## config.mk

```make
export PLATFORM = sky130hd
export DESIGN_NAME = seg_scan_ctrl
export DESIGN_NICKNAME = d
export VERILOG_FILES = /design/src/rtl/seg_scan_ctrl.sv
export SDC_FILE = /design/constraint.sdc
export NUM_CORES = 1
export LEC_CHECK = 0
export BUFFER_PORTS_ARGS = -buffer_cell sky130_fd_sc_hd__buf_4
export CAP_MARGIN = 20
export CORE_MARGIN = 5
export CORE_UTILIZATION = 40
export DETAILED_ROUTE_END_ITERATION = 6
export PLACE_DENSITY = 0.64
export SYNTH_ARGS = -nofsm -noshare
export SYNTH_HDL_FRONTEND = slang
export SYNTH_SLANG_ARGS = --single-unit
```

## constraint.sdc

```tcl
create_clock -name clk -period 3.19 [get_ports clk]
set_input_delay 0.1595 -clock clk [delete_from_list [all_inputs] [get_ports clk]]
set_output_delay 0.1595 -clock clk [all_outputs]
set_load 0.01 [all_outputs]
```

## src/rtl/seg_scan_ctrl.sv

```systemverilog
// Six-digit 7-segment scan sequencer: holds each digit for DWELL_CNT cycles and
// decodes a frame-coherent snapshot of the hex value, with optional leading-zero blanking.
module seg_scan_ctrl #(
    parameter int DWELL_CNT = 50_000
) (
    input  logic        clk,
    input  logic        rst_n,
    input  logic        en_i,
    input  logic [23:0] data_i,
    input  logic [5:0]  point_i,
    input  logic        blank_lead_i,
    output logic [7:0]  seg_data_o,
    output logic [5:0]  sel_o
);

    localparam int CW = (DWELL_CNT > 1) ? $clog2(DWELL_CNT) : 1;
    localparam logic [CW-1:0] CNT_LAST = CW'(DWELL_CNT - 1);

    logic [CW-1:0] cnt_q, cnt_d;
    logic [2:0]    idx_q, idx_d;
    logic [23:0]   snap_data_q, snap_data_d;
    logic [5:0]    snap_point_q, snap_point_d;
    logic          snap_blank_q, snap_blank_d;
    logic          primed_q, primed_d;
    logic [7:0]    seg_q, seg_d;
    logic [5:0]    sel_q, sel_d;

    logic [5:0]    zero_w;
    logic [5:0]    lz_w;
    logic [7:0]    dig_w [6];

    function automatic logic [6:0] hex7(input logic [3:0] n);
        logic [6:0] s;
        case (n)
            4'h0: s = 7'h3F;
            4'h1: s = 7'h06;
            4'h2: s = 7'h5B;
            4'h3: s = 7'h4F;
            4'h4: s = 7'h66;
            4'h5: s = 7'h6D;
            4'h6: s = 7'h7D;
            4'h7: s = 7'h07;
            4'h8: s = 7'h7F;
            4'h9: s = 7'h6F;
            4'hA: s = 7'h77;
            4'hB: s = 7'h7C;
            4'hC: s = 7'h39;
            4'hD: s = 7'h5E;
            4'hE: s = 7'h79;
            default: s = 7'h71;
        endcase
        return s;
    endfunction

    // lz_w[k] is set when digit k and everything to its left is an undotted zero.
    genvar gi;
    generate
        for (gi = 0; gi < 6; gi++) begin : g_digit
            assign zero_w[gi] = (snap_data_q[gi*4 +: 4] == 4'h0) && !snap_point_q[gi];
            if (gi == 5) begin : g_top
                assign lz_w[gi] = zero_w[gi];
            end else begin : g_rest
                assign lz_w[gi] = zero_w[gi] && lz_w[gi+1];
            end
            if (gi == 0) begin : g_first
                assign dig_w[gi] = {snap_point_q[gi], hex7(snap_data_q[gi*4 +: 4])};
            end else begin : g_other
                assign dig_w[gi] = (snap_blank_q && lz_w[gi]) ? 8'h00
                                 : {snap_point_q[gi], hex7(snap_data_q[gi*4 +: 4])};
            end
        end
    endgenerate

    always_comb begin
        cnt_d        = cnt_q;
        idx_d        = idx_q;
        snap_data_d  = snap_data_q;
        snap_point_d = snap_point_q;
        snap_blank_d = snap_blank_q;
        primed_d     = primed_q;
        seg_d        = 8'h00;
        sel_d        = 6'b000000;

        if (en_i) begin
            if (!primed_q) begin
                // Priming edge: take the snapshot but keep outputs dark and the dwell
                // counter parked, so digit 0 gets its full dwell from the next edge.
                primed_d     = 1'b1;
                snap_data_d  = data_i;
                snap_point_d = point_i;
                snap_blank_d = blank_lead_i;
            end else begin
                seg_d = dig_w[idx_q];
                sel_d = 6'b000001 << idx_q;
                if (cnt_q == CNT_LAST) begin
                    cnt_d = '0;
                    if (idx_q == 3'd5) begin
                        idx_d        = 3'd0;
                        snap_data_d  = data_i;
                        snap_point_d = point_i;
                        snap_blank_d = blank_lead_i;
                    end else begin
                        idx_d = idx_q + 3'd1;
                    end
                end else begin
                    cnt_d = cnt_q + CW'(1);
                end
            end
        end else begin
            cnt_d    = '0;
            idx_d    = 3'd0;
            primed_d = 1'b0;
        end
    end

    always_ff @(posedge clk or negedge rst_n) begin
        if (!rst_n) begin
            cnt_q        <= '0;
            idx_q        <= 3'd0;
            snap_data_q  <= 24'h000000;
            snap_point_q <= 6'b000000;
            snap_blank_q <= 1'b0;
            primed_q     <= 1'b0;
            seg_q        <= 8'h00;
            sel_q        <= 6'b000000;
        end else begin
            cnt_q        <= cnt_d;
            idx_q        <= idx_d;
            snap_data_q  <= snap_data_d;
            snap_point_q <= snap_point_d;
            snap_blank_q <= snap_blank_d;
            primed_q     <= primed_d;
            seg_q        <= seg_d;
            sel_q        <= sel_d;
        end
    end

    assign seg_data_o = seg_q;
    assign sel_o      = sel_q;

endmodule

```

-- Word level (Yosys, flattened, before mapping)
Memory sizes are Yosys's and may differ from the RTL's.
Cells that the tools add are included.
- bits in registers: 65
- ROM bits: 672
- output and inout bits: 14
- input port bits: 34
- bits in latches: 0
- word-level logic and storage cells: 80
- memories kept: 6
- bits in writable memories: 0
- memory list (memory ; words ; bits a word ; read ports ; clocked after Yosys merged registers in ; write ports ; RTL line ; text):
    (no name shown) ; 16 ; 7 ; 1 ; 0 ; 0 ; 34 ; case (n)
    (no name shown) ; 16 ; 7 ; 1 ; 0 ; 0 ; 34 ;
    (no name shown) ; 16 ; 7 ; 1 ; 0 ; 0 ; 34 ;
    (no name shown) ; 16 ; 7 ; 1 ; 0 ; 0 ; 34 ;
    (no name shown) ; 16 ; 7 ; 1 ; 0 ; 0 ; 34 ;
    (no name shown) ; 16 ; 7 ; 1 ; 0 ; 0 ; 34 ;
- equal/unequal tests: 6
- add/subtract/negate cells: 2
- div/mod/pow operators: 0
- muxes and demuxes: 29
- multiply operators: 0
- order comparisons: 1
- bitwise operators: 1
- reduce and logical (&&, ||, !) cells: 26
- shifts and indexed selects: 1
- operators with widths (operator ; count):
    $mux 24 ; 3
    $mux 8 ; 9
    $mux 16 ; 3
    $mux 6 ; 5
    $bmux 8 s3 ; 1
    $logic_not 4->1 ; 5
    $add 16x1->16 const B ; 1
    $eq 16x16->1 const B ; 1
    $logic_and 1x1->1 ; 14
    $mux 3 ; 4
    $ne 2x1->1 const B ; 4
    $shl 1x3->6 const A ; 1
    $logic_not 1->1 ; 5
    $ge 4x4->1 const B ; 1
    $mux 1 ; 4
    $not 3->4 ; 1
    $add 3x1->3 const B ; 1
    $eq 3x3->1 const B ; 1
    $reduce_and 3->1 ; 1
    $reduce_and 2->1 ; 1

-- Longest topological paths before layout
Gate-level depths: netlist of the first run.
- depth in word-level cells: 13
- mapped depth: 7
- gate-level depth less buffers: 7

-- Worst setup path before layout of the first run
Ideal clock, no wire load.
- path type: reg2reg
- start: register cnt_q[7]
- end: register snap_data_q[23]
- required time: 3.062 ns
- stages on the path, launching flop included: 7
- period minus slack after synthesis: 2.141 ns
- arrival time: 2.013 ns
- setup time: 0.128 ns
- slack: 1.049 ns
- buffers on the path: 1
- cell sequence: dfrtp_1 or4b_1 nor4_4 and2b_1 o21ai_2 buf_6 mux2_1
- longest elaborated chain between the ends: 3
- ends and longest elaborated chain (what ; RTL line ; text):
    start: declaration ; 19 ; logic [CW-1:0] cnt_q, cnt_d;
    start signal: assignment ; 127 ; cnt_q <= cnt_d;
    $eq 16x16->1 ; 95 ; if (cnt_q == CNT_LAST) begin
    $ne 2x1->1 (no source line) ; - ;
    $reduce_and 3->1 (no source line) ; - ;
    end signal: assignment ; 129 ; snap_data_q <= snap_data_d;
    end: declaration ; 21 ; logic [23:0] snap_data_q, snap_data_d;
No other way between the ends.
A chain may end at the register's enable or synchronous reset.

-- Worst setup path after layout of the first run
- start: register idx_q[1]
- end: register snap_data_q[22]
- longest elaborated chain between the ends: 3
- ends and longest elaborated chain (what ; RTL line ; text):
    start: declaration ; 20 ; logic [2:0] idx_q, idx_d;
    start signal: assignment ; 128 ; idx_q <= idx_d;
    $eq 3x3->1 ; 97 ; if (idx_q == 3'd5) begin
    $ne 2x1->1 (no source line) ; - ;
    $reduce_and 3->1 (no source line) ; - ;
No other way between the ends.

==> results of run 1 <==
==> synth_stat cells, types with 5 or more instances <==
| cell type | n | share of area, % |
|---|---|---|
| and4_1 | 6 | 1.2 |
| mux2_4 | 27 | 8.9 |
| nand2_1 | 22 | 1.8 |
| inv_1 | 23 | 1.9 |
| o21ai_0 | 22 | 2.4 |
| xnor2_1 | 6 | 1.2 |
| clkbuf_1 | 19 | 1.6 |
| a21oi_1 | 22 | 2.4 |
| and3_1 | 5 | 0.69 |
| nor2b_1 | 15 | 2.1 |
| mux2i_1 | 13 | 2.9 |
| nor2_1 | 37 | 3.0 |
| nand2b_1 | 5 | 0.69 |
| nand4_1 | 5 | 0.69 |
| mux2_2 | 7 | 1.7 |
| nand3_1 | 16 | 1.8 |
| o221ai_1 | 5 | 0.96 |
| ha_1 | 33 | 9.1 |
| nor3_1 | 6 | 0.66 |
| o211ai_1 | 9 | 1.5 |
| xor2_1 | 7 | 1.3 |
| dfrtp_1 | 65 | 36 |
| mux4_2 | 6 | 3.0 |
==> registers in the layout, indices dropped and copies added (netlist names) <==
name          count
primed_q          1
cnt_q            16
snap_point_q      6
sel_o             6
seg_data_o        8
snap_blank_q      1
snap_data_q      24
idx_q             3
==> what timing repair did <==
action	4_1_cts	5_1_grt
hold buffers	2	0
buffers inserted	0	0
endpoints found under the hold margin	66	0
==> power groups by stage <==
stage	sequential [mW]	clock, mW	combinational (mW)
global route	1.06	0.942	0.675
floorplan	0.977	0	0.503
CTS	1.05	0.905	0.613
detailed placement	1.06	0	0.607
global placement	1.05	0	0.594
finish	1.05	0.873	0.607
==> worst reg2reg max path, stage by stage (launching register included) <==
cell	delay (ns)
dfrtp_1	0.55
nand2b_1	0.24
or2_2	0.16
and2b_1	0.20
o21ai_4	0.59
buf_4	0.42
mux2_1	0.35
==> cells by family after synthesis <==
| group | after synthesis |
|---|---|
| mux | 57 |
| fa+ha+maj | 33 |
| simple gates | 143 |
| flops | 65 |
| buf+inv | 47 |
| xor+xnor | 13 |
| compound gates | 92 |
==> stage by stage <==
| stage | cells | area, um2 |
|---|---|---|
| 6_report | 635 | 5270 |
| 5_1_grt | 635 | 5270 |
| 4_1_cts | 635 | 5270 |
| 3_5_place_dp | 617 | 4990 |
| 3_3_place_gp | 617 | 4990 |
| 2_1_floorplan | 450 | 4560 |
==> layout make-up <==
type,instances,share of cell area (%)
clock buffer,12,4.49
clock inverter,4,0.380
inverter,23,1.64
multi-input combinational,338,52.0
sequential,65,30.9
tap,143,3.39
timing repair buffer,50,7.22
==> metal layers <==
| metal | vias up | GRT usage [%] | share of wire, % |
|---|---|---|---|
| li1 | 1704 | - | - |
| met1 | 1691 | 20.9 | 46 |
| met2 | 75 | 26.1 | 47 |
| met3 | 17 | 4.37 | 4.6 |
| met4 | 0 | 6.57 | 1.9 |
| met5 | - | 0 | 0 |
==> layout by cell type (no fill, tap or decap), types with 5 or more instances in the layout <==
cell	instances
o21ai_0	22
mux2_4	27
ha_1	33
mux4_2	6
and3_1	5
nand2b_1	5
xnor2_1	6
nor2_1	37
nand3_1	16
and4_1	6
a21oi_1	22
clkbuf_16	9
nand2_1	22
mux2i_1	13
nor2b_1	15
nand4_1	5
nor3_1	6
dfrtp_1	65
o221ai_1	5
inv_1	23
xor2_1	7
o211ai_1	9
mux2_2	7
buf_4	48
==> final timing paths <==
path / slack [ns] / cells past startpoint / startpoint / end
setup / recovery: 0.55 / 6 / idx_q[1] / snap_data_q[22]
setup reg to reg: 0.55 / 6 / idx_q[1] / snap_data_q[22]
max in group asynchronous: 2.17 / 2 / rst_n / snap_data_q[22]
min in group asynchronous: 0.47 / 2 / rst_n / cnt_q[11]
hold reg to reg: 0.50 / 1 / cnt_q[14] / cnt_q[14]
hold / removal: 0.03 / 2 / data_i[22] / snap_data_q[22]
==> run_results.csv, run 1 <==
group,metric,value,unit
worst_setup_path,critPathTopFamily,"simple AND/OR/NAND/NOR gates",
layout,final_util,46.6,%
synth,synthArstFlopShare,100,%
die,start_util,40.3,%
sta,fmax,0.379,GHz
detailed_routing,drtIter0Drc,156,
detailed_routing,final_antenna_net_count,0,
power,p_int,1.76,mW
synth,syn_area,4560,um2
sta,final.setup_skew,0.00534,ns
power,p_per_area,480,nW/um2
placement,hpwl,7380,um
detailed_routing,drt_wl_total,10200,um
sta,rsz0062_at_grt,"false",
layout,area_delta_synth_final,15.6,%
worst_setup_path,critPathKind,"flop to flop",
synth,synth_ff_type,"dfrtp_1",
layout,nets,554,
placement,pre_cts_ws,0.542,ns
clock_tree,cts_buffers,9,
die,die_width,117,um
power,swShare,30.6,%
min_path,min_path_type,"input pin to flop",
worst_setup_path,path_buf_inv,1,
synth,syn_nets,517,
sta,tns,0,ns
synth,synthAdderAreaFrac,9.05,%
clock_tree,clkTransAtPathRegs,0.05,ns
die,coreArea,11300,um2
power,p_seq_share,41.5,%
synth,postSynthAreaPerCell,10.1,um2
die,dieArea,13600,um2
synth,synthCells,450,
synth,ys_ff_latch,65,
clock_tree,cts_resized,0,
power,switching_power,0.773,mW
sta,drv_slew,0,
detailed_routing,avgViaCountPerCell,5.49,
sta,fin_crit,2.64,ns
clock_tree,h-tree-depth,3,
die,rows,39,
layout,layout.area.seq,1630,um2
synth,synth_edf_count,0,
synth,synthMuxAreaShare,17.4,%
worst_setup_path,critPathMaxStageDelay,0.59,ns
sta,finalCritPeriodShare,82.8,%
synth,yosysWarningCount,0,
synth,synthXorXnorAreaFrac,2.50,%
global_route,grt-ovfl-total,0,
placement,place.gp.congestion,0.887,
detailed_routing,wl_per_cell,16.1,um
clock_tree,cts_tree,"yes",
worst_setup_path,crit_chain,"nand2b_1 -> or2_2 -> and2b_1 -> o21ai_4 -> buf_4 -> mux2_1",
sta,fin_ws,0.548,ns
global_route,grt_antenna_before_repair,0,
status,status,"completed",
detailed_routing,drt-pass1-iter-count,4,
sta,finalHoldViolCount,0,
worst_setup_path,crit_fanout,17,
worst_setup_path,required,3.41,ns
sta,hold_slack,0.0288,ns
synth,ys_seq_area_share,35.7,%
die,die_y,117,um
synth,ys_types,60,
layout,multi_input_area,2740,um2
power,combPwrFrac,24.0,%
detailed_routing,via_count,3487,
layout,nFillCells,1092,
job,maxCapViolCount,0,
worst_setup_path,cpMaxStageDelayCell,"o21ai_4",
clock_tree,clk_latency,0.34,ns
power,ir_drop,412,uV
power,power.share.clock,34.5,%
sta,slew_headroom,43.7,%
clock_tree,cts_root_buffer,"clkbuf_16",
global_route,grt_pass1_wl,17300,um
power,leakagePower,2.43,nW
detailed_routing,route.detailed.drc,0,
worst_setup_path,crit_arrival,2.86,ns
placement,port-buffer-count,47,
synth,synth_top_family_by_area,"simple AND/OR/NAND/NOR gates",
global_route,grt_use_total,16.3,%
worst_setup_path,worst_setup_path_start_kind,"flop",
layout,num_antenna_cells,0,
die,boundaryPins,48,
synth,synth_compound_area_share,13.5,%
worst_setup_path,crit_path_end_kind,"flop",
sta,setup_violations,0,
global_route,grt_start_max_net_pins,66,
global_route,grt_pass1_vias,3529,
power,total_power,2.53,mW
sta,max_slew.worst_pin.slew,0.844,ns
clock_tree,max-clock-path-buffers,2,
layout,layout-drive-gt1-share,22.0,%
clock_tree,clock_sinks,65,
synth,synthSimpleGateAreaFrac,17.5,%
(Power assumes the default switching activity.)
==> inputs of run 2 (changes only) <==
- PLACE_DENSITY: 0.64 -> 0.66
- clock period: 3.19 -> 2.4 ns (I/O delays scaled with it)
==> run_results.csv, run 2 (synthesized netlist as in run 1, its figures left out) <==
group,metric,value,unit
status,status,"completed",
layout,layout-drive-gt1-share,24.9,%
sta,finalHoldViolCount,0,
layout,final_util,48.4,%
layout,nets,572,
placement,hpwl,7670,um
power,total_power,3.51,mW
layout,largest_register_ffs,24,
power,ir_drop,462,uV
power,p_per_area,641,nW/um2
sta,max_slew.worst_pin.slew,0.830,ns
clock_tree,h-tree-depth,3,
clock_tree,cts_buffers,9,
sta,finalCritPeriodShare,93.0,%
global_route,grt_use_total,16.3,%
sta,drv_slew,0,
sta,fmax,0.448,GHz
die,die_y,117,um
clock_tree,clock_sinks,65,
clock_tree,max-clock-path-buffers,2,
die,dieArea,13600,um2
worst_setup_path,r2r_setup_slack,0.17,ns
layout,multi_input_area,2760,um2
clock_tree,clk_latency,0.34,ns
worst_setup_path,crit_fanout,7,
layout,regMostFlops,"snap_data_q",
power,leakagePower,2.53,nW
die,start_util,40.3,%
sta,slew_headroom,44.7,%
min_path,min_path_type,"input pin to flop",
layout,layout.area.seq,1630,um2
die,boundaryPins,48,
detailed_routing,drt_wl_total,10500,um
sta,hold_slack,0.0129,ns
global_route,grt_start_max_net_pins,66,
worst_setup_path,crit_arrival,2.50,ns
sta,tns,0,ns
layout,area_delta_synth_final,20.1,%
detailed_routing,avgViaCountPerCell,5.49,
clock_tree,cts_tree,"yes",
worst_setup_path,worst_setup_path_start_kind,"flop",
job,maxCapViolCount,0,
global_route,grt_pass1_vias,3568,
layout,num_antenna_cells,0,
placement,place.gp.congestion,0.869,
clock_tree,cts_setup_buffers,0,
global_route,grt_antenna_before_repair,0,
die,coreArea,11300,um2
clock_tree,cts_root_buffer,"clkbuf_16",
sta,final.setup_skew,0.00834,ns
worst_setup_path,critPathKind,"flop to flop",
sta,fin_ws,0.168,ns
die,die_width,117,um
die,rows,39,
worst_setup_path,crit_path_end_kind,"flop",
detailed_routing,route.detailed.drc,0,
detailed_routing,via_count,3582,
global_route,grt-ovfl-total,0,
detailed_routing,final_antenna_net_count,0,
layout,layout_commonest_cell,"dfrtp_1",
placement,port-buffer-count,47,
worst_setup_path,required,2.67,ns
placement,pre_cts_ws,0.119,ns
detailed_routing,drtIter0Drc,187,
sta,setup_violations,0,
detailed_routing,drt-pass1-iter-count,4,
layout,final_cell_mix,"dfrtp_1 (65), buf_4 (62), nor2_1 (37)",
detailed_routing,wl_per_cell,16.0,um
sta,fin_crit,2.23,ns
global_route,grt_pass1_wl,17600,um
clock_tree,clkTransAtPathRegs,0.06,ns
layout,nFillCells,1053,
## run 2: layout make-up
class / count / area share (%)
Multi-Input combinational cell: 338 / 50.4
Clock inverter: 5 / 0.708
Sequential cell: 65 / 29.7
Timing Repair Buffer: 68 / 9.78
Clock buffer: 11 / 4.62
Tap cell: 143 / 3.27
Inverter: 23 / 1.58
## run 2: power by group
part | switching [mW] | internal [mW] | total (mW)
combinational | 0.422 | 0.485 | 0.907
clock | 0.505 | 0.760 | 1.26
sequential | 0.149 | 1.19 | 1.34
total | 1.08 | 2.44 | 3.51
## run 2: metal layers
metal / routed length (um) / vias up / track usage, %
met3: 566 / 15 / 4.58
met1: 4630 / 1734 / 21.6
met4: 142 / 0 / 3.98
met5: 0 / - / 0
met2: 5140 / 99 / 26.6
li1: - / 1734 / -
## run 2: path summary, 6_finish.rpt
kind	startpoint	to	cells past startpoint
max	snap_data_q[20]	seg_data_o[1]	8
min	data_i[3]	snap_data_q[3]	2
max reg2reg	snap_data_q[20]	seg_data_o[1]	8
min reg2reg	cnt_q[14]	cnt_q[14]	1
max in group asynchronous	rst_n	snap_data_q[17]	2
min in group asynchronous	rst_n	cnt_q[15]	2
## run 2: per-stage QoR
step	cell area, um2	instances
5_1_grt	5480	653
3_3_place_gp	5120	632
3_5_place_dp	5120	632
4_1_cts	5460	653
2_1_floorplan	4560	450
6_report	5480	653
## run 2: timing repair
item	in CTS	in global routing
gates resized for setup	0	2
endpoints found under the setup margin	0	7
hold endpoints to repair	69	0
hold buffers	5	0
## run 2: worst max-delay path, stage by stage (launching register included)
cell       delay (ns)
dfrtp_1          0.44
inv_1            0.11
ha_1             0.25
nor4b_4          0.16
nand4_1          0.16
buf_4            0.17
a21boi_0         0.12
a2111oi_0        0.52
o211a_1          0.24
